### src/rtl/prog_sequencer.sv
`default_nettype none
// ============================================================================
// Module   : prog_sequencer
// Brief    : Fetch/issue controller that steps the core through a program held
//            in synchronous ROM, resolving NOP/BRA/HLT locally.
// Options  : PROG_SEQUENCER_WATCHDOG_EN adds a WAIT-state timeout of TMO cycles.
// Revision : 1.0 - initial release
// ============================================================================
module prog_sequencer #(
  parameter int             BUSW    = 8,
  parameter int             OPW     = 4,
  parameter int             PCW     = 8,
  parameter int             PROGLEN = 16,
  parameter int             PSRW    = 5,
  parameter int             CCW     = 4,
  parameter logic [OPW-1:0] NOP     = 4'h0,
  parameter logic [OPW-1:0] BRA     = 4'h3,
  parameter logic [OPW-1:0] HLT     = 4'h8,
  parameter int             TMO     = 64,
  localparam int            ILW     = OPW + 2*BUSW + 1
) (
  input  logic            clk,
  input  logic            rst_n,
  input  logic            start,
  output logic [PCW-1:0]  imem_addr,
  output logic            imem_rd,
  input  logic [ILW-1:0]  imem_data,
  output logic            op_valid,
  output logic [OPW-1:0]  op_code,
  output logic [BUSW-1:0] dst_op,
  output logic [BUSW-1:0] src_op,
  output logic            src_is_imm,
  input  logic            res_valid,
  input  logic [PSRW-1:0] psr,
  output logic            busy,
  output logic            done,
  output logic            err,
  output logic [PCW-1:0]  pc
);

  localparam logic [2:0] c_IDLE  = 3'd0;
  localparam logic [2:0] c_FETCH = 3'd1;
  localparam logic [2:0] c_LATCH = 3'd2;
  localparam logic [2:0] c_EXEC  = 3'd3;
  localparam logic [2:0] c_WAIT  = 3'd4;
  localparam logic [2:0] c_DONE  = 3'd5;

  // One extra bit so PROGLEN == 2^PCW is representable in the bound check.
  localparam logic [PCW:0]   c_PROGLEN = (PCW+1)'(PROGLEN);
  localparam logic [PCW-1:0] c_LAST    = PCW'(PROGLEN - 1);

  logic [2:0]      r_state;
  logic [2:0]      w_next;
  logic [PCW-1:0]  r_pc;
  logic [ILW-1:0]  r_instr;
  logic [PSRW-1:0] r_psr;
  logic            r_err;
  logic            r_op_valid;
  logic [OPW-1:0]  r_op_code;
  logic [BUSW-1:0] r_dst;
  logic [BUSW-1:0] r_src;
  logic            r_imm;

  logic [OPW-1:0]  w_opc;
  logic [BUSW-1:0] w_dst;
  logic [BUSW-1:0] w_src;
  logic            w_imm;
  logic [CCW-1:0]  w_cc;
  logic [PCW-1:0]  w_tgt;
  logic            w_is_nop;
  logic            w_is_bra;
  logic            w_is_hlt;
  logic            w_issue;
  logic            w_taken;
  logic            w_tgt_ok;
  logic            w_step;
  logic            w_last;
  logic            w_wdt_trip;
  logic            w_unused_psr;

  assign w_opc = r_instr[ILW-1:2*BUSW+1];
  assign w_dst = r_instr[2*BUSW:BUSW+1];
  assign w_src = r_instr[BUSW:1];
  assign w_imm = r_instr[0];
  assign w_cc  = w_dst[CCW-1:0];

  generate
    if (BUSW >= PCW) begin : g_tgt_trunc
      assign w_tgt = w_src[PCW-1:0];
    end else begin : g_tgt_zext
      assign w_tgt = {{(PCW-BUSW){1'b0}}, w_src};
    end
  endgenerate

  assign w_is_nop     = (w_opc == NOP);
  assign w_is_bra     = (w_opc == BRA);
  assign w_is_hlt     = (w_opc == HLT);
  assign w_issue      = !(w_is_nop || w_is_bra || w_is_hlt);
  assign w_taken      = (w_cc == '0) || ((w_cc & r_psr[CCW-1:0]) != '0);
  assign w_tgt_ok     = ({1'b0, w_tgt} < c_PROGLEN);
  assign w_step       = w_is_nop || (w_is_bra && !w_taken);
  assign w_last       = (r_pc == c_LAST);
  assign w_unused_psr = ^r_psr;

`ifdef PROG_SEQUENCER_WATCHDOG_EN
  localparam int WDW = $clog2(TMO + 1);
  logic [WDW-1:0] r_wdt;

  // Counts cycles spent in WAIT; held at zero elsewhere so each entry starts fresh.
  always_ff @(posedge clk or negedge rst_n) begin
    if (!rst_n)                 r_wdt <= '0;
    else if (r_state != c_WAIT) r_wdt <= '0;
    else                        r_wdt <= r_wdt + 1'b1;
  end

  assign w_wdt_trip = (r_wdt == WDW'(TMO - 1));
`else
  assign w_wdt_trip = 1'b0;
`endif

  always_ff @(posedge clk or negedge rst_n) begin
    if (!rst_n) r_state <= c_IDLE;
    else        r_state <= w_next;
  end

  always_comb begin
    w_next = r_state;
    case (r_state)
      c_IDLE:  if (start) w_next = c_FETCH;
      c_FETCH: w_next = c_LATCH;
      c_LATCH: w_next = c_EXEC;
      c_EXEC: begin
        if (w_is_hlt)                  w_next = c_DONE;
        else if (w_step)               w_next = w_last ? c_DONE : c_FETCH;
        else if (w_is_bra)             w_next = w_tgt_ok ? c_FETCH : c_DONE;
        else                           w_next = c_WAIT;
      end
      c_WAIT: begin
        if (res_valid)                 w_next = w_last ? c_DONE : c_FETCH;
        else if (w_wdt_trip)           w_next = c_DONE;
      end
      c_DONE:  if (start) w_next = c_FETCH;
      default: w_next = c_IDLE;
    endcase
  end

  always_ff @(posedge clk or negedge rst_n) begin
    if (!rst_n) begin
      r_pc       <= '0;
      r_instr    <= '0;
      r_psr      <= '0;
      r_err      <= 1'b0;
      r_op_valid <= 1'b0;
      r_op_code  <= '0;
      r_dst      <= '0;
      r_src      <= '0;
      r_imm      <= 1'b0;
    end else begin
      r_op_valid <= 1'b0;
      case (r_state)
        c_IDLE, c_DONE: begin
          if (start) begin
            r_pc  <= '0;
            r_err <= 1'b0;
            r_psr <= '0;
          end
        end
        c_LATCH: r_instr <= imem_data;
        c_EXEC: begin
          // pc stays at the last line when the program runs off its end.
          if (w_step) begin
            if (!w_last) r_pc <= r_pc + 1'b1;
          end else if (w_is_bra) begin
            if (w_tgt_ok) r_pc  <= w_tgt;
            else          r_err <= 1'b1;
          end else if (w_issue) begin
            r_op_valid <= 1'b1;
            r_op_code  <= w_opc;
            r_dst      <= w_dst;
            r_src      <= w_src;
            r_imm      <= w_imm;
          end
        end
        c_WAIT: begin
          if (res_valid) begin
            r_psr <= psr;
            if (!w_last) r_pc <= r_pc + 1'b1;
          end else if (w_wdt_trip) begin
            r_err <= 1'b1;
          end
        end
        default: ;
      endcase
    end
  end

  always_comb begin
    imem_rd = (r_state == c_FETCH);
    busy    = (r_state != c_IDLE) && (r_state != c_DONE);
    done    = (r_state == c_DONE);
  end

  assign imem_addr  = r_pc;
  assign pc         = r_pc;
  assign err        = r_err;
  assign op_valid   = r_op_valid;
  assign op_code    = r_op_code;
  assign dst_op     = r_dst;
  assign src_op     = r_src;
  assign src_is_imm = r_imm;

endmodule
`default_nettype wire

### config.mk
export PLATFORM = sky130hd
export DESIGN_NAME = prog_sequencer
export DESIGN_NICKNAME = d
export VERILOG_FILES = /design/src/rtl/prog_sequencer.sv
export SDC_FILE = /design/constraint.sdc
export NUM_CORES = 1
export LEC_CHECK = 0
export CORE_MARGIN = 1
export CORE_UTILIZATION = 35
export DETAILED_ROUTE_END_ITERATION = 8
export RECOVER_POWER = 100
export SLEW_MARGIN = 20
export SYNTH_ARGS = -nofsm -noshare
export SYNTH_HDL_FRONTEND = slang
export SYNTH_SLANG_ARGS = --single-unit
### constraint.sdc
create_clock -name clk -period 2.35 [get_ports clk]
set_clock_uncertainty 0.15 [all_clocks]
set_input_delay 0.235 -clock clk [delete_from_list [all_inputs] [get_ports clk]]
set_output_delay 0.235 -clock clk [all_outputs]
set_load 0.01 [all_outputs]
After elaboration in Yosys (flattened, before gate mapping)
Index checks and enable logic that the tools add are counted.

Output and inout port bits: 42. Logic and storage cells: 80. Register bits: 59. Input port bits: 30.

Muxes and demuxes: 27. Bitwise gates (word level): 4. Add/sub/neg operators: 1. Equal/unequal tests: 16. Reduce and logical (&&, ||, !) cells: 21. Order comparisons: 1.

Operators by type and width (number): two-way mux 8 bit (6); one-hot mux 8 bit (3 select lines) (1); two-way mux 3 bit (7); one-hot mux 3 bit (5 select lines) (1); AND reduction 5 bit (2); inequality test 3 bit (second input constant) (3); adder 8 x 1 -> 8 bit (second input constant) (1); equality test 8 x 4 -> 1 bit (second input constant) (1); zero test 4 bit (2); < comparator 8 x 5 -> 1 bit (second input constant) (1); two-way mux 1 bit (8); two-way mux 4 bit (2); inequality test 2 bit (second input constant) (4); one-hot mux 4 bit (2 select lines) (1); equality test 3 x 2 -> 1 bit (second input constant) (2); equality test 3 bit (second input constant) (2); nonzero test 3 bit (2); bitwise AND 4 bit (1); equality test 4 x 2 -> 1 bit (second input constant) (1); equality test 4 bit (second input constant) (1); logical OR 1 bit (4); AND reduction 4 bit (1); nonzero test 2 bit (2); nonzero test 4 bit (1); other kinds (10) (13).

Depth between registers and ports, before layout
Gate-level depths: netlist of the first run.

Word-level depth: 9. Mapped depth: 7. Mapped depth without buffers: 6.

Least setup slack after synthesis of the first run
Ideal clock, no wire load.

Path type: register to register. Start point: register r_instr[9]. End point: register r_pc[0], in the netlist imem_addr[0]. Path buffers: 0. Arrival: 1835 ps. Library setup time: 144 ps. Required time: 2056 ps. Period minus slack after synthesis: 2129 ps. Slack: 221 ps. Cell stages (with the launch flop): 6. Cell sequence: dfrtp_1 or4_4 a41o_4 a21o_2 a221oi_1 a311oi_2.

Word-level cells in the longest chain between the ends: 8. Elaborated cells on any way between the ends: 12.

Ends and longest elaborated chain: start: declaration (line 55) `logic [ILW-1:0] r_instr;`; start signal: assignment (line 168) `c_LATCH: r_instr <= imem_data;`; bitwise AND 4 bit (line 99) `assign w_taken = (w_cc == '0) || ((w_cc & r_psr[CCW-1:0]) != '0);`; nonzero test 4 bit (line 99); logical OR 1 bit * (line 99); zero test 1 bit * (line 101) `assign w_step = w_is_nop || (w_is_bra && !w_taken);`; logical AND 1 bit * (line 101); logical OR 1 bit * (line 101); inequality test 3 bit (no line) / two-way mux 8 bit (equally long branches); AND reduction 5 bit (no line) / one-hot mux 8 bit (3 select lines) (equally long branches); end signal: assignment (line 172) `if (!w_last) r_pc <= r_pc + 1'b1;`; end signal: assignment (line 174) `if (w_tgt_ok) r_pc <= w_tgt;`; end signal: assignment (line 187) `if (!w_last) r_pc <= r_pc + 1'b1;`; end: declaration (line 54) `logic [PCW-1:0] r_pc;`.

Every way passes the cells marked *; elsewhere a longest branch is shown, timed or not. A chain may end at the register's enable or synchronous reset.

Worst setup path in the final report of the first run
Start point: register r_instr[9]. End point: register r_pc[1], in the netlist imem_addr[1].

The elaborated chain is that of the path after synthesis.

==> impl_results.md, run 1 <==
- Hold path start: imem_data[20]
- Largest net degree at the start of global routing: 35
- Slew @ Worst Pin: 1.47 ns
- Final min period: 2.27 ns
- Mapped Cells: 228
- DP Worst Slack: 0.0856 ns
- Required time worst endpoint: 2.39 ns
- Initial drt markers: 124
- Clock transition at path regs: 0.07 ns
- Grt total ovfl: 0
- Crit-path max cell delay: 0.55 ns
- Critical path origin: r_instr[9]
- Most frequent cells in the layout: dfrtp_1 (59), mux2_2 (40), dlygate4sd3_1 (39), clkdlybuf4s50_1 (31), nand2_1 (11)
- Ant diodes: 0
- Post-route antenna net violation count: 0
- Area leader, netlist: dfrtp_1
- Rows: 31
- Crit share post-route: 96.7%
- Final setup fails: 0
- Post-route DRC: 0
- Initial antenna violation count: 0
- TritonCTS Buffers: 9
- Die height: 90.7 um
- Root buf cell: clkbuf_8
- CTS HTree Levels: 3
- Synth Net Count: 259
- Power Density: 1300 nW/um^2
- Routed len/inst: 15.1 um
- Clock Sink Count: 59
- Status: finished clean
- FF+latch count, synth: 59
- Syn-to-layout area delta: 36.9%
- Most common cell after layout, fill and taps aside: dfrtp_1
- DP Area: 3570 sq um
- Post-synth EDFFs: 0
- Clk_lat worst skew: 0.33 ns
- Synth cell types: 48
- Leakage: 1.62 nW
- Most used DFF post-synth: dfrtp_1
- Routed WL: 6130 um
- Register area share after synthesis: 53.7%
- Max Cap Violations: 0
- Die X: 90.7 um
- Critical path class: reg -> reg
- DR WL met3: 448 um
- First-pass GRT wire length: 10200 um
- Worst VDD drop: 0.651 mV
- Max-slew violation count: 0
- Max layer used: met4
- Hold crit path type: in -> reg
- F_max: 0.440 GHz
- PortBufs: 70
- Layout cells sized above 1: 24.0%
- Vias in the first global route: 2108
- Vias: 2079
- Layout Nets: 334
- DP Wirelength: 4340 um
- Post-route worst setup slack: 0.0764 ns
- Crit-path cells: or4_4, a41o_4, a21o_2, a211oi_2, o32ai_1
- Fin util: 50.8%
- Worst EP arrival: 2.31 ns
- Post-synth top area share: 53.7%
- Ys async rst share: 100%
- Post-route cell area: 3770 sq um
- TritonCTS clock tree: done
- Critical Path Source Type: register
- Crit path max fanout: 8
- CTS resizes: 0
- Clk buf depth: 2
- GPL Wtd Cong: 0.779
- Critical path endpoint category: register
- GRT Total Usage: 15.7%
- Core ar.: 7410 sq um
- Via density per instance: 5.11
- Reg2Reg Launch Point: r_instr[9]
- RSZ-0062 raised after global routing: true
- Synthesized cell area: 2750 sq um
- M1 wire length: 2810 um
- Syn_area_per_cell: 12.1 sq um
- DR WL met2: 2820 um
- DR pass1 iterations: 4
- Slowest stage cell on the critical path: or4_4
- Most area-consuming cells after synthesis: dfrtp_1 (54%), mux2_2 (17%), buf_4 (2.2%)
- Starting density of the core: 37.1%
- Yosys warns: 0
- Final Hold Fails: 0
- Total power: 4.91 mW
- Area of the die: 8220 sq um
- Relative max-transition margin: 1.90%
- # IOs: 72
critical path: cells and delay by family, from the launching register on:
family | cells | cell delay [ns]
AND/OR/NAND/NOR | 1 | 0.55
AO/OA/AOI/OAI | 4 | 1.03
flip-flops | 1 | 0.41
sequential cells by signal, summed over array words and instances (netlist names):
signal      count
r_instr        21
dst_op          8
imem_addr       8
src_op          8
op_code         4
r_psr           4
r_state         3
err             1
op_valid        1
src_is_imm      1
cell families (layout without fill, tap and decap cells):
kind of cell	Yosys count	count (layout)	synth area share (%)
AO/OA/AOI/OAI	51	51	14.3
multiplexers	41	41	16.8
AND/OR/NAND/NOR	53	53	10.1
flip-flops	59	59	53.7
adder cells (fa/ha/maj)	1	1	0.455
buffers and inverters	23	103	4.64
per-layer routing:
| layer | global-route usage (%) | up-vias |
|---|---|---|
| li1 | - | 992 |
| met4 | 5.65 | 0 |
| met2 | 23.9 | 52 |
| met1 | 20.5 | 1031 |
| met3 | 5.72 | 4 |
| met5 | 0 | - |
report_power, final:
group          leakage, nW  total, mW  switching [mW]  internal, mW
Sequential           0.734       1.81           0.341          1.47
Combinational        0.777       2.07           0.938          1.13
Clock                0.111       1.03           0.398         0.627
cells in the mapped netlist (2+ instances only):
cell,n
buf_2,3
nor2_1,8
and3_1,4
inv_1,7
o21ai_0,10
mux2_2,41
a22oi_1,5
and2_1,4
nor3_1,3
nor2b_1,2
nand3_1,10
nand2_1,11
nor4_1,3
buf_4,8
o31ai_1,2
clkbuf_1,4
dfrtp_1,59
a21oi_1,7
or2_2,2
a211oi_1,5
o211ai_1,3
final timing paths:
kind / end / slack (ns) / cells past startpoint
setup / recovery: imem_addr[1] / 0.08 / 5
hold / removal: r_instr[20] / 0.31 / 3
setup reg to reg: imem_addr[1] / 0.08 / 5
hold reg to reg: src_op[2] / 0.35 / 1
max in group asynchronous: imem_addr[3] / 0.55 / 2
min in group asynchronous: r_instr[13] / 0.64 / 2
what timing repair did:
| action | CTS | global route |
|---|---|---|
| hold endpoints to repair | 25 | 0 |
| endpoints found under the setup margin | 0 | 2 |
| setup buffers | 0 | 0 |
| hold buffers | 1 | 0 |
per-stage QoR:
stage | cells | hold slack [ns] | setup TNS, ns
3_5_place_dp | 390 | 0.131 | 0
2_1_floorplan | 228 | -0.211 | 0
5_1_grt | 407 | 0.334 | -0.00227
4_1_cts | 407 | 0.296 | 0
3_3_place_gp | 390 | 0.126 | 0
6_report | 407 | 0.314 | 0
layout make-up:
class / count / area (sq um)
inverters: 7 / 26.3
clock buffers: 12 / 145
fillers: 685 / 3640
flip-flops and latches: 59 / 1480
multi-input cells: 146 / 1140
clock inverters: 4 / 73.8
repair buffers: 80 / 776
well taps: 99 / 124
Note: power is estimated with default switching activity, not from simulation.
==> inputs of run 2 (changes only) <==
--- a/config.mk
+++ b/config.mk
@@ -7,7 +7,9 @@
 export LEC_CHECK = 0
 export CORE_MARGIN = 1
 export CORE_UTILIZATION = 35
+export CTS_CLUSTER_DIAMETER = 80
 export DETAILED_ROUTE_END_ITERATION = 8
+export GPL_ROUTABILITY_DRIVEN = 0
 export RECOVER_POWER = 100
 export SLEW_MARGIN = 20
 export SYNTH_ARGS = -nofsm -noshare
==> results of run 2 <==
Final layout, timing and power as in run 1 (identical DEF).
==> inputs of run 3 (changes only) <==
--- a/config.mk
+++ b/config.mk
@@ -11,7 +11,6 @@
 export DETAILED_ROUTE_END_ITERATION = 8
 export GPL_ROUTABILITY_DRIVEN = 0
 export RECOVER_POWER = 100
-export SLEW_MARGIN = 20
 export SYNTH_ARGS = -nofsm -noshare
 export SYNTH_HDL_FRONTEND = slang
 export SYNTH_SLANG_ARGS = --single-unit
==> results of run 3 <==
Final layout, timing and power as in run 1 (identical DEF).
